File: config.mk
export PLATFORM = sky130hd
export DESIGN_NAME = apb_uart_ctrl
export DESIGN_NICKNAME = d
export VERILOG_FILES = /design/src/rtl/apb_uart_ctrl.sv
export SDC_FILE = /design/constraint.sdc
export NUM_CORES = 1
export LEC_CHECK = 0
export BUFFER_PORTS_ARGS = -buffer_cell sky130_fd_sc_hd__buf_2
export CAP_MARGIN = 20
export CELL_PAD_IN_SITES_DETAIL_PLACEMENT = 2
export CELL_PAD_IN_SITES_GLOBAL_PLACEMENT = 2
export CORE_MARGIN = 2
export CORE_UTILIZATION = 49
export DETAILED_ROUTE_END_ITERATION = 8
export PLACE_DENSITY = 0.87
export SLEW_MARGIN = 20
export SYNTH_ARGS = -nofsm -noshare
export SYNTH_HDL_FRONTEND = slang
export SYNTH_SLANG_ARGS = --single-unit
File: constraint.sdc
create_clock -name PCLK -period 5.4 [get_ports PCLK]
set_input_delay 0.54 -clock PCLK [delete_from_list [all_inputs] [get_ports PCLK]]
set_output_delay 0.54 -clock PCLK [all_outputs]
set_load 0.02 [all_outputs]
File: src/rtl/apb_uart_ctrl.sv
`timescale 1ns/1ps
// apb_uart_ctrl
//   APB3 slave UART with TX/RX FIFOs, runtime baud divisor, optional even/odd
//   parity, sticky error flags, PSLVERR and a registered level interrupt.
// Ports
//   PCLK, PRESET       clock, asynchronous active-high reset
//   PADDR..PENABLE     APB3 request (PADDR[4:2] selects the register)
//   PRDATA/PREADY      read data / ready (zero wait states)
//   PSLVERR            error response, valid with PREADY
//   rx, tx             serial in (asynchronous, idle high) / serial out (idle high)
//   irq                level interrupt
module apb_uart_ctrl #(
  parameter int unsigned FIFO_DEPTH = 16,
  parameter int unsigned DIV_W      = 16,
  parameter int unsigned DIV_RESET  = 650
) (
  input  logic        PCLK,
  input  logic        PRESET,
  input  logic [4:0]  PADDR,
  input  logic [31:0] PWDATA,
  input  logic        PWRITE,
  input  logic        PSEL,
  input  logic        PENABLE,
  output logic [31:0] PRDATA,
  output logic        PREADY,
  output logic        PSLVERR,
  input  logic        rx,
  output logic        tx,
  output logic        irq
);
  localparam int unsigned PW = (FIFO_DEPTH > 1) ? $clog2(FIFO_DEPTH) : 1;
  localparam int unsigned CW = PW + 1;
  localparam logic [CW-1:0] FullLvl = CW'(FIFO_DEPTH);

  localparam logic [2:0] RegStatus = 3'd0;
  localparam logic [2:0] RegCtrl   = 3'd1;
  localparam logic [2:0] RegTxData = 3'd2;
  localparam logic [2:0] RegRxData = 3'd3;
  localparam logic [2:0] RegBaud   = 3'd4;

  typedef enum logic [2:0] {TxIdle, TxStart, TxData, TxParity, TxStop} tx_state_e;
  typedef enum logic [2:0] {RxIdle, RxStart, RxData, RxParity, RxStop} rx_state_e;

  // ---------------- APB decode ----------------
  logic [2:0] sel;
  logic       access, wr_acc, rd_acc;
  logic       unused_bits;

  assign sel         = PADDR[4:2];
  assign access      = PSEL & PENABLE;
  assign wr_acc      = access & PWRITE;
  assign rd_acc      = access & ~PWRITE;
  assign PREADY      = access;
  assign unused_bits = ^{PADDR[1:0], PWDATA};

  // ---------------- Control registers ----------------
  logic [6:0]       ctrl_q;
  logic [DIV_W-1:0] div_q, baud_cnt_q;
  logic             tx_en, rx_en, par_en, par_odd, ie_rx, ie_txe, ie_err;
  logic             div_wr, tick16;

  assign tx_en   = ctrl_q[0];
  assign rx_en   = ctrl_q[1];
  assign par_en  = ctrl_q[2];
  assign par_odd = ctrl_q[3];
  assign ie_rx   = ctrl_q[4];
  assign ie_txe  = ctrl_q[5];
  assign ie_err  = ctrl_q[6];
  assign div_wr  = wr_acc && (sel == RegBaud);
  assign tick16  = (baud_cnt_q == div_q);

  always_ff @(posedge PCLK or posedge PRESET) begin
    if (PRESET) begin
      ctrl_q     <= 7'h03;
      div_q      <= DIV_W'(DIV_RESET);
      baud_cnt_q <= '0;
    end else begin
      if (wr_acc && (sel == RegCtrl)) ctrl_q <= PWDATA[6:0];
      if (div_wr) div_q <= PWDATA[DIV_W-1:0];
      // A divisor write restarts the bit-rate counter so the new rate starts cleanly.
      if (div_wr || tick16) baud_cnt_q <= '0;
      else                  baud_cnt_q <= baud_cnt_q + 1'b1;
    end
  end

  // ---------------- FIFOs ----------------
  logic [7:0]    tx_mem [FIFO_DEPTH];
  logic [7:0]    rx_mem [FIFO_DEPTH];
  logic [PW-1:0] tx_wr_q, tx_rd_q, rx_wr_q, rx_rd_q;
  logic [CW-1:0] tx_cnt_q, rx_cnt_q;
  logic          tx_full, tx_empty, rx_full, rx_empty;
  logic          tx_push, tx_pop, rx_push, rx_pop;
  logic [7:0]    tx_head, rx_sh_q;

  assign tx_full  = (tx_cnt_q == FullLvl);
  assign tx_empty = (tx_cnt_q == '0);
  assign rx_full  = (rx_cnt_q == FullLvl);
  assign rx_empty = (rx_cnt_q == '0);
  // Fullness/emptiness are the registered values, so a same-cycle pop never
  // makes room for a push (and vice versa).
  assign tx_push  = wr_acc && (sel == RegTxData) && !tx_full;
  assign rx_pop   = rd_acc && (sel == RegRxData) && !rx_empty;
  assign tx_head  = tx_mem[tx_rd_q];

  always_ff @(posedge PCLK or posedge PRESET) begin
    if (PRESET) begin
      tx_wr_q  <= '0;
      tx_rd_q  <= '0;
      tx_cnt_q <= '0;
      rx_wr_q  <= '0;
      rx_rd_q  <= '0;
      rx_cnt_q <= '0;
    end else begin
      if (tx_push) tx_wr_q <= tx_wr_q + 1'b1;
      if (tx_pop)  tx_rd_q <= tx_rd_q + 1'b1;
      if (rx_push) rx_wr_q <= rx_wr_q + 1'b1;
      if (rx_pop)  rx_rd_q <= rx_rd_q + 1'b1;
      tx_cnt_q <= tx_cnt_q + CW'(tx_push) - CW'(tx_pop);
      rx_cnt_q <= rx_cnt_q + CW'(rx_push) - CW'(rx_pop);
    end
  end

  always_ff @(posedge PCLK) begin
    if (tx_push) tx_mem[tx_wr_q] <= PWDATA[7:0];
    if (rx_push) rx_mem[rx_wr_q] <= rx_sh_q;
  end

  // ---------------- TX FSM ----------------
  tx_state_e  tx_state_q, tx_state_d;
  logic [3:0] tx_tick_q, tx_tick_d;
  logic [2:0] tx_bit_q, tx_bit_d;
  logic [7:0] tx_sh_q, tx_sh_d;
  logic       tx_par_q, tx_par_d, tx_pen_q, tx_pen_d;

  always_comb begin
    tx_state_d = tx_state_q;
    tx_tick_d  = tx_tick_q;
    tx_bit_d   = tx_bit_q;
    tx_sh_d    = tx_sh_q;
    tx_par_d   = tx_par_q;
    tx_pen_d   = tx_pen_q;
    tx_pop     = 1'b0;
    if (tx_state_q == TxIdle) begin
      // tx_en is only consulted here, so clearing it lets the current frame finish.
      if (tick16 && tx_en && !tx_empty) begin
        tx_pop     = 1'b1;
        tx_sh_d    = tx_head;
        tx_par_d   = (^tx_head) ^ par_odd;
        tx_pen_d   = par_en;
        tx_tick_d  = '0;
        tx_bit_d   = '0;
        tx_state_d = TxStart;
      end
    end else if (tick16) begin
      tx_tick_d = tx_tick_q + 4'd1;
      if (tx_tick_q == 4'd15) begin
        unique case (tx_state_q)
          TxStart: tx_state_d = TxData;
          TxData: begin
            tx_sh_d  = {1'b0, tx_sh_q[7:1]};
            tx_bit_d = tx_bit_q + 3'd1;
            if (tx_bit_q == 3'd7) tx_state_d = tx_pen_q ? TxParity : TxStop;
          end
          TxParity: tx_state_d = TxStop;
          default:  tx_state_d = TxIdle;
        endcase
      end
    end
  end

  // Output decoded from state so reset forces the line idle without a clock.
  always_comb begin
    tx = 1'b1;
    unique case (tx_state_q)
      TxStart:  tx = 1'b0;
      TxData:   tx = tx_sh_q[0];
      TxParity: tx = tx_par_q;
      default:  tx = 1'b1;
    endcase
  end

  always_ff @(posedge PCLK or posedge PRESET) begin
    if (PRESET) begin
      tx_state_q <= TxIdle;
      tx_tick_q  <= '0;
      tx_bit_q   <= '0;
      tx_sh_q    <= '0;
      tx_par_q   <= 1'b0;
      tx_pen_q   <= 1'b0;
    end else begin
      tx_state_q <= tx_state_d;
      tx_tick_q  <= tx_tick_d;
      tx_bit_q   <= tx_bit_d;
      tx_sh_q    <= tx_sh_d;
      tx_par_q   <= tx_par_d;
      tx_pen_q   <= tx_pen_d;
    end
  end

  // ---------------- RX FSM ----------------
  rx_state_e  rx_state_q, rx_state_d;
  logic [3:0] rx_tick_q, rx_tick_d;
  logic [2:0] rx_bit_q, rx_bit_d;
  logic [7:0] rx_sh_d;
  logic       rx_pbit_q, rx_pbit_d;
  logic       rx_s1_q, rx_s2_q, rx_prev_q, rx_fall;
  logic       set_ovr, set_frm, set_par;

  assign rx_fall = rx_prev_q & ~rx_s2_q;

  always_comb begin
    rx_state_d = rx_state_q;
    rx_tick_d  = rx_tick_q;
    rx_bit_d   = rx_bit_q;
    rx_sh_d    = rx_sh_q;
    rx_pbit_d  = rx_pbit_q;
    rx_push    = 1'b0;
    set_ovr    = 1'b0;
    set_frm    = 1'b0;
    set_par    = 1'b0;
    if (!rx_en) begin
      rx_state_d = RxIdle;
    end else if (rx_state_q == RxIdle) begin
      if (rx_fall) begin
        rx_state_d = RxStart;
        rx_tick_d  = '0;
        rx_bit_d   = '0;
      end
    end else if (tick16) begin
      rx_tick_d = rx_tick_q + 4'd1;
      if (rx_tick_q == 4'd7) begin
        // Mid-cell sample point.
        unique case (rx_state_q)
          RxStart:  if (rx_s2_q) rx_state_d = RxIdle;
          RxData:   rx_sh_d = {rx_s2_q, rx_sh_q[7:1]};
          RxParity: rx_pbit_d = rx_s2_q;
          default: begin
            rx_state_d = RxIdle;
            if (!rx_s2_q) begin
              set_frm = 1'b1;
            end else begin
              if (par_en && (rx_pbit_q != ((^rx_sh_q) ^ par_odd))) set_par = 1'b1;
              if (rx_full) set_ovr = 1'b1;
              else         rx_push = 1'b1;
            end
          end
        endcase
      end else if (rx_tick_q == 4'd15) begin
        unique case (rx_state_q)
          RxStart: begin
            rx_state_d = RxData;
            rx_bit_d   = '0;
          end
          RxData: begin
            rx_bit_d = rx_bit_q + 3'd1;
            if (rx_bit_q == 3'd7) rx_state_d = par_en ? RxParity : RxStop;
          end
          RxParity: rx_state_d = RxStop;
          default:  rx_state_d = RxIdle;
        endcase
      end
    end
  end

  always_ff @(posedge PCLK or posedge PRESET) begin
    if (PRESET) begin
      rx_s1_q    <= 1'b1;
      rx_s2_q    <= 1'b1;
      rx_prev_q  <= 1'b1;
      rx_state_q <= RxIdle;
      rx_tick_q  <= '0;
      rx_bit_q   <= '0;
      rx_sh_q    <= '0;
      rx_pbit_q  <= 1'b0;
    end else begin
      rx_s1_q    <= rx;
      rx_s2_q    <= rx_s1_q;
      rx_prev_q  <= rx_s2_q;
      rx_state_q <= rx_state_d;
      rx_tick_q  <= rx_tick_d;
      rx_bit_q   <= rx_bit_d;
      rx_sh_q    <= rx_sh_d;
      rx_pbit_q  <= rx_pbit_d;
    end
  end

  // ---------------- Flags, interrupt, read mux ----------------
  logic       ovr_q, frm_q, par_q, irq_q, irq_d;
  logic [2:0] clr_bits;
  logic [31:0] status_word, rdata;
  logic        err;

  assign clr_bits = (wr_acc && (sel == RegStatus)) ? PWDATA[6:4] : 3'b000;
  assign irq_d    = (ie_rx & ~rx_empty) | (ie_txe & tx_empty) | (ie_err & (ovr_q | frm_q | par_q));
  assign irq      = irq_q;

  always_ff @(posedge PCLK or posedge PRESET) begin
    if (PRESET) begin
      ovr_q <= 1'b0;
      frm_q <= 1'b0;
      par_q <= 1'b0;
      irq_q <= 1'b0;
    end else begin
      // A new event wins over a simultaneous W1C.
      ovr_q <= (ovr_q & ~clr_bits[0]) | set_ovr;
      frm_q <= (frm_q & ~clr_bits[1]) | set_frm;
      par_q <= (par_q & ~clr_bits[2]) | set_par;
      irq_q <= irq_d;
    end
  end

  assign status_word = {8'(rx_cnt_q), 8'(tx_cnt_q), 9'd0, par_q, frm_q, ovr_q,
                        rx_full, rx_empty, tx_full, tx_empty};

  always_comb begin
    rdata = '0;
    err   = 1'b0;
    case (sel)
      RegStatus: rdata = status_word;
      RegCtrl:   rdata = {25'd0, ctrl_q};
      RegTxData: err = PWRITE & tx_full;
      RegRxData: begin
        if (!PWRITE) begin
          if (rx_empty) err = 1'b1;
          else          rdata = {24'd0, rx_mem[rx_rd_q]};
        end
      end
      RegBaud:   rdata = 32'(div_q);
      default:   err = 1'b1;
    endcase
  end

  assign PRDATA  = rd_acc ? rdata : 32'd0;
  assign PSLVERR = access & err;

endmodule

# [Word-level counts from Yosys, hierarchy flattened]
# Memory sizes are Yosys's and may differ from the RTL's.
# Cells that the tools add are included.
[op_classes] shifts=0 n_eq_ne=29 n_lt_le_gt_ge=0 div=0 reduce_logical=39 bitwise=28 multipliers=0 addsub=13 muxes=83
[ops] op="one-hot mux 29 bit (4 select lines)" count=1
[ops] op="two-way mux 3 bit" count=26
[ops] op="two-way mux 8 bit" count=7
[ops] op="two-way mux 1 bit" count=35
[ops] op="two-way mux 32 bit" count=1
[ops] op="adder 4 x 1 -> 4 bit (second input constant)" count=6
[ops] op="two-way mux 4 bit" count=6
[ops] op="== test 3 x 2 -> 1 bit (second input constant)" count=6
[ops] op="one-hot mux 3 bit (3 select lines)" count=2
[ops] op="adder 16 x 1 -> 16 bit (second input constant)" count=1
[ops] op="== test 16 bit" count=1
[ops] op="two-way mux 16 bit" count=1
[ops] op="parity 8 bit" count=2
[ops] op="AND 1 bit" count=12
[ops] op="one-hot mux 3 bit (2 select lines)" count=2
[ops] op="AND reduction 6 bit" count=2
[ops] op="adder 5 x 1 -> 5 bit" count=2
[ops] op="== test 5 bit (second input constant)" count=2
[ops] op="logical AND 1 bit" count=10
[ops] op="logical NOT 5 bit" count=2
[ops] op="inequality test 5 bit (second input constant)" count=2
[ops] op="AND reduction 5 bit" count=2
[ops] op="nonzero test 2 bit" count=5
[ops] op="subtractor 5 x 1 -> 5 bit" count=2
[ops] op="other kinds (25)" count=54
[totals] out_inout_bits=36 elab_cells=221 mem_count=2 in_bits=43 romBits=0 register_bits=111 latchBits=0 mem_bits_rw=256
[mem_list] name="rx_mem" words=16 word_bits=8 rd=1 rd_ports_with_merged_regs=0 write_ports=1 line_no="88" text="logic [7:0] rx_mem [FIFO_DEPTH];"
[mem_list] name="tx_mem" words=16 word_bits=8 rd=1 rd_ports_with_merged_regs=0 write_ports=1 line_no="87" text="logic [7:0] tx_mem [FIFO_DEPTH];"

# [Longest topological paths before layout]
# Gate-level depths: netlist of run 1.
[depth] ltp_word=12 depth_mapped=17

# [Least setup slack after synthesis of run 1]
# Ideal clock, no wire load.
[synth_path] kind="register -> register" start="register div_q[1]" end="register rx_cnt_q[4]" setup_ns=0.125 arrival_time_ns=3.162 path_stages_with_launch=17 period_less_slack_ns=3.287 path_buffers=1 path_slack_ns=2.113 required_ns=5.275 cell_sequence="dfstp_2 xnor2_1 nand4_1 nor4_1 and4b_1 clkbuf_1 inv_1 ha_1 inv_1 ha_1 inv_1 fa_1 inv_1 a21oi_1 nor2_1 nor2_1 xnor2_1"
[synth_via] elab_chain_cells=6
[synth_lines] element="start, declared" line_no="58" text="logic [DIV_W-1:0] div_q, baud_cnt_q;"
[synth_lines] element="start signal, assigned" line_no="75" text="div_q <= DIV_W'(DIV_RESET);"
[synth_lines] element="start signal, assigned" line_no="79" text="if (div_wr) div_q <= PWDATA[DIV_W-1:0];"
[synth_lines] element="== test 16 bit" line_no="70" text="assign tick16 = (baud_cnt_q == div_q);"
[synth_lines] element="two-way mux 1 bit" line_no="229" text="end else if (tick16) begin"
[synth_lines] element="two-way mux 1 bit" line_no="223" text="end else if (rx_state_q == RxIdle) begin"
[synth_lines] element="two-way mux 1 bit" line_no="221" text="if (!rx_en) begin"
[synth_lines] element="adder 5 x 1 -> 5 bit" line_no="119" text="rx_cnt_q <= rx_cnt_q + CW'(rx_push) - CW'(rx_pop);"
[synth_lines] element="subtractor 5 x 1 -> 5 bit" line_no="119"
[synth_lines] element="end signal, assigned" line_no="119"
[synth_lines] element="end, declared" line_no="90" text="logic [CW-1:0] tx_cnt_q, rx_cnt_q;"
# No other way between the ends.
# A chain may end at the register's enable or synchronous reset.

# [Final worst setup path of run 1]
[layout_path] start="register rx_rd_q[0]" end="output port PRDATA[1]"
[layout_via] elab_chain_cells=5
[layout_lines] element="start, declared" line_no="89" text="logic [PW-1:0] tx_wr_q, tx_rd_q, rx_wr_q, rx_rd_q;"
[layout_lines] element="start signal, assigned" line_no="117" text="if (rx_pop) rx_rd_q <= rx_rd_q + 1'b1;"
[layout_lines] element="memory read (16 x 8 bit)"
[layout_lines] element="two-way mux 8 bit" line_no="324" text="if (rx_empty) err = 1'b1;"
[layout_lines] element="two-way mux 8 bit" line_no="323" text="if (!PWRITE) begin"
[layout_lines] element="one-hot mux 29 bit (4 select lines)" line_no="318" text="case (sel)"
[layout_lines] element="two-way mux 32 bit" line_no="333" text="assign PRDATA = rd_acc ? rdata : 32'd0;"
[layout_lines] element="end, declared" line_no="24" text="output logic [31:0] PRDATA,"
# No other way between the ends.

==> impl_metrics.json, run 1 <==
{
  "yosysWarnings": 0,
  "via_per_inst": 6.05,
  "cp.arrival_ns": 3.45,
  "cts_hold_buf": 0,
  "crit_path_cell_trace": "buf_4, mux4_2, mux4_2, a22oi_1, nor2_1, buf_2",
  "ys_ff_latch": 367,
  "cellPowerDensity_nw_per_um2": 400,
  "synth_largest_area_cell": "edfxtp_1",
  "grt_pass1_vias": 10800,
  "crit_top_cell": "mux4_2",
  "fmax_mhz": 251,
  "drv_cap": 0,
  "grt_overflow": 0,
  "design_area_sq_um": 18100,
  "clkLatencyLatePin_ns": 0.56,
  "synth-edff-count": 256,
  "critPathBufInv": 2,
  "ant_nets": 0,
  "cts_tree": "built",
  "dp_slack_ns": 1.49,
  "clock_skew_ns": 0.0217,
  "period_needed_ns": 3.99,
  "drc": 0,
  "vias": 9408,
  "final_nets": 1152,
  "crit_path_top_delay_cell": "dfrtp_2",
  "hold_path_class": "input pin to flip-flop",
  "synthCells": 1009,
  "drtIter0Drc": 772,
  "ir_drop_uv": 392,
  "io_buffers": 54,
  "end_kind": "output port",
  "drive_gt1_share_pct": 22.7,
  "cp_top_family": "multiplexers",
  "gp_congestion": 0.744,
  "area.growth.synth_to_final_pct": 12.6,
  "synth_top_area_share_pct": 47.9,
  "grt_pass1_wl_microns": 71000,
  "ctsLongestPathBuffers": 3,
  "hold_viol_final": 0,
  "pin_count": 79,
  "critical_path.max_fanout": 21,
  "status": "finished clean",
  "synth.distinct_cells": 62,
  "fin_crit_sh_pct": 73.9,
  "seq_area_frac_synth_pct": 65.3,
  "required_ns": 4.86,
  "synth_top_cells_by_area": "edfxtp_1, dfrtp_1, mux4_2",
  "finish.utilization_pct": 55.8,
  "worst_pin_slew_ns": 1.15,
  "synthFlopType": "edfxtp_1",
  "grt_max_degree": 77,
  "netlist_area_sq_um": 16000,
  "rsz0062_at_grt": "false",
  "die_h_microns": 185,
  "firstDrtPassIters": 5,
  "cts_root_buf": "clkbuf_16",
  "max_stage_delay_ns": 0.83,
  "cts.clk_slew.worst_paths_ns": 0.06,
  "initial_core_util_pct": 49.5,
  "core_sq_um": 32400,
  "nFillCells": 2829,
  "setup_tns_ns": 0,
  "place_area_sq_um": 16700,
  "cts_resized": 0,
  "async_reset_ff_share_pct": 30.2,
  "worst_slack_ns": 1.41,
  "die_w_microns": 185,
  "dp_hpwl_microns": 31100,
  "grt_use_total_pct": 28.6,
  "post_synth.cell_area_avg_sq_um": 15.9,
  "htree_levels": 2,
  "dieArea_sq_um": 34200,
  "p_leak_uw": 0.00641,
  "startpoint_type": "flip-flop",
  "routed_wl_microns": 46800,
  "antenna_found_initial": 2,
  "post_cts_buffers": 0,
  "max_slew_margin_pct": 22.8,
  "setup_violations": 0,
  "cts_num_sinks": 367,
  "wire_per_inst_microns": 30.1,
  "drv_slew": 0,
  "worst-setup-path-type": "flip-flop to output port",
  "cts_buffers": 41,
  "rows": 66,
  "fin_total_pwr_uw": 7220
}
cells in the mapped netlist, drive strengths merged (3+ instances only):
cell type / count
edfxtp: 256
dfrtp: 102
mux4: 76
nand2: 52
xnor2: 47
nor2: 43
inv: 40
mux2: 38
and3: 34
o21ai: 33
clkbuf: 32
ha: 29
nand3: 24
buf: 21
a21oi: 15
and2: 15
mux2i: 13
nor3: 13
a22oi: 12
nand4: 11
a22o: 10
xor2: 10
dfstp: 9
nor2b: 9
o22ai: 9
nor4: 6
or3: 6
nand2b: 4
or2: 4
a21o: 3
and4: 3
nor3b: 3
o31ai: 3
xnor3: 3
cells by family after synthesis:
logic type	synth area share [%]
DFF	65.3
and+or+nand+nor	7.62
muxes	14.4
AOI/OAI and AO/OA	3.74
buffers and inverters	2.72
xor gates and xnor gates	3.58
adders and majority gates	2.58
other	0.0234
metal layers:
layer / vias to the layer above / global-route usage, % / wire (microns)
li1: 3983 / - / -
met1: 4993 / 34.6 / 18000
met2: 322 / 50.7 / 24600
met3: 108 / 4.62 / 2260
met4: 2 / 12.2 / 1970
met5: - / 0 / 12
final cells by class:
| cell class | count | area, sq um | area share [%] |
|---|---|---|---|
| clock inverter | 26 | 216 | 1.20 |
| sequential | 367 | 10500 | 58.0 |
| inverter | 40 | 153 | 0.845 |
| tap | 442 | 553 | 3.06 |
| timing repair buffer | 74 | 420 | 2.33 |
| antenna | 1 | 2.50 | 0.0139 |
| multi-input combinational | 554 | 5160 | 28.6 |
| clock buffer | 50 | 1080 | 5.98 |
where the power goes:
part,switching (uW),leakage [uW],internal [uW]
Clock,1200,0.000651,1540
Combinational,532,0.00228,477
Sequential,307,0.00348,3160
Total,2040,0.00641,5180
worst paths after layout:
check / start / endpoint / slack (ns) / cells past startpoint
hold reg to reg: rx_s1_q / rx_s2_q / 0.36 / 0
min in group asynchronous: PRESET / rx_bit_q[1] / 0.22 / 2
setup / recovery: rx_rd_q[0] / PRDATA[1] / 1.41 / 6
max in group asynchronous: PRESET / rx_rd_q[0] / 4.04 / 3
setup reg to reg: baud_cnt_q[14] / tx_cnt_q[4] / 1.49 / 15
hold / removal: rx / rx_s1_q / 0.09 / 1
state kept, by name, indices dropped and copies added, names as in the netlist, 3 cells and up:
| signal | count |
|---|---|
| tx_cnt_q | 5 |
| rx_mem | 128 |
| tx_tick_q | 4 |
| rx_state_q | 3 |
| baud_cnt_q | 16 |
| rx_tick_q | 4 |
| rx_rd_q | 4 |
| rx_wr_q | 4 |
| rx_bit_q | 3 |
| ctrl_q | 7 |
| rx_sh_q | 8 |
| rx_cnt_q | 5 |
| tx_bit_q | 3 |
| div_q | 16 |
| tx_wr_q | 4 |
| tx_rd_q | 4 |
| tx_sh_q | 8 |
| tx_mem | 128 |
| tx_state_q | 3 |
metrics by stage:
stage	hold WS [ns]	std cells
5_1_grt	0.0774	1553
6_report	0.0920	1554
4_1_cts	0.0747	1552
3_5_place_dp	0.352	1476
2_1_floorplan	0.345	1014
3_3_place_gp	0.347	1476
layout by cell type (no fill, tap or decap), types with 26 or more instances in the layout:
cell type  count
edfxtp_1     256
dfrtp_1      100
mux4_2        66
buf_2         54
nand2_1       52
xnor2_1       46
nor2_1        43
clkbuf_16     41
inv_1         39
and3_1        34
ha_1          29
mux2_2        26
No activity file was read; power rests on OpenSTA's default activity.
==> run 2: changes to the inputs <==
Settings changed: CORE_UTILIZATION 49 to 46, PLACE_DENSITY 0.87 to 0.83.
Clock period 5.4 ns to 4 ns, I/O delays scaled along.
==> impl_metrics.json, run 2 (synthesis results as in run 1) <==
{
  "cts_tree": "built",
  "grt_pass1_wl_microns": 68400,
  "worst_pin_slew_ns": 1.10,
  "cts.clk_slew.worst_paths_ns": 0.07,
  "critical_path.max_fanout": 8,
  "grt_pass1_vias": 10400,
  "rows": 68,
  "htree_levels": 2,
  "fmax_mhz": 269,
  "grt_use_total_pct": 25.6,
  "period_needed_ns": 3.71,
  "via_per_inst": 5.93,
  "routed_wl_microns": 44900,
  "r2r_slack_ns": 0.29,
  "final_common_cell": "edfxtp_1",
  "drv_slew": 0,
  "drive_gt1_share_pct": 22.5,
  "layoutNonFillerInstCount": 1569,
  "max_slew_margin_pct": 26.5,
  "final_nets": 1157,
  "worst_slack_ns": 0.289,
  "dp_hpwl_microns": 29200,
  "post-place-cells": 1496,
  "clock_skew_ns": 0.0329,
  "cp.arrival_ns": 4.15,
  "required_ns": 4.44,
  "reg_top3": "rx_mem: 128 flops, tx_mem: 128 flops",
  "drv_cap": 0,
  "p_leak_uw": 0.00641,
  "nFillCells": 3067,
  "hold_path_class": "input pin to async pin",
  "cts_buffers": 39,
  "hold_viol_final": 0,
  "setup_tns_ns": 0,
  "status": "finished clean",
  "grt_max_degree": 70,
  "setup_violations": 0,
  "cts_root_buf": "clkbuf_16",
  "ctsLongestPathBuffers": 3,
  "post_cts_buffers": 0,
  "dieArea_sq_um": 36400,
  "vias": 9300,
  "drc": 0,
  "area.growth.synth_to_final_pct": 12.8,
  "fin_total_pwr_uw": 9610,
  "clkLatencyLatePin_ns": 0.56,
  "ir_drop_uv": 428,
  "diodes": 0,
  "ant_nets": 0,
  "die_w_microns": 191,
  "core_sq_um": 34500,
  "firstDrtPassIters": 5,
  "end_kind": "flip-flop",
  "io_buffers": 54,
  "final_cell_mix": "edfxtp_1, dfrtp_1, mux4_2",
  "pin_count": 79,
  "startpoint_type": "flip-flop",
  "dp_slack_ns": 0.409,
  "gp_congestion": 0.749,
  "reg2reg_depth": 16,
  "wire_per_inst_microns": 28.6,
  "antenna_found_initial": 2,
  "drtIter0Drc": 653,
  "holdWs_ns": 0.0570,
  "cellPowerDensity_nw_per_um2": 531,
  "cts_num_sinks": 367,
  "worst-setup-path-type": "flip-flop to flip-flop",
  "rsz0062_at_grt": "false",
  "die_h_microns": 191,
  "grt_overflow": 0,
  "initial_core_util_pct": 46.5,
  "fin_crit_sh_pct": 92.8
}
-- run 2: cell types whose count changed in the layout (fill, tap and decap cells not counted), sizes merged --
cell / previous run / this run
diode: 1 / 0
buf: 74 / 80
clkinv: 19 / 21
dlygate4sd3: 0 / 1
inv: 44 / 41
clkbuf: 50 / 47
-- run 2: what timing repair did --
item                                   4_1_cts  5_1_grt
hold buffers                                 1        0
endpoints found under the hold margin        1        0
gates resized for setup                      0        0
-- run 2: area by class of cell --
cell class              instances  area [sq um]  share of cell area, %
clock buffers                  47          1040                   5.73
clock inverters                25           196                   1.09
inverters                      40           153                  0.844
multi-input cells             554          5150                   28.5
flip-flops and latches        367         10500                   57.9
well taps                     455           569                   3.15
repair buffers                 81           500                   2.77
-- run 2: stage by stage --
| step | util, % | instance area (sq um) |
|---|---|---|
| after CTS | 52.5 | 18100 |
| after global placement | 48.9 | 16800 |
| final | 52.5 | 18100 |
| after floorplan | - | 16100 |
| after global routing | 52.5 | 18100 |
| after detailed placement | 48.9 | 16800 |
-- run 2: path summary, 6_finish.rpt --
| check | start | endpoint |
|---|---|---|
| max | tx_cnt_q[2] | tx_cnt_q[4] |
| min | PRESET | tx_sh_q[4] |
| max reg2reg | tx_cnt_q[2] | tx_cnt_q[4] |
| min reg2reg | rx_s1_q | rx_s2_q |
| max in group asynchronous | PRESET | rx_prev_q |
| min in group PCLK | PWDATA[10] | div_q[10] |
-- run 2: worst max-delay path, stage by stage, from the launching register on --
cell and delay [ns]:
dfrtp_1 0.40, inv_1 0.10, ha_1 0.24, nor4b_1 0.17, buf_4 0.17, nor2b_1 0.33, and3_1 0.60, ha_1 0.35
inv_1 0.06, ha_1 0.17, inv_1 0.07, fa_1 0.42, inv_1 0.10, a21oi_1 0.08, nor2_1 0.11, nor2_1 0.07
xnor2_1 0.13
-- run 2: routing by layer --
layer	vias to the layer above	wire length, microns	global-route usage, %	share of wire, %
li1	3977	-	-	-
met1	4994	17500	31.2	39
met2	236	24000	45.8	53
met3	89	2040	4.82	4.5
met4	4	1310	8.41	2.9
met5	-	33	0	0.073
-- run 2: power breakdown --
| part | internal [uW] | leakage (uW) | switching [uW] |
|---|---|---|---|
| registers | 4270 | 0.00348 | 335 |
| logic | 669 | 0.00233 | 761 |
| clock network | 2000 | 0.000612 | 1580 |
| total | 6930 | 0.00641 | 2680 |
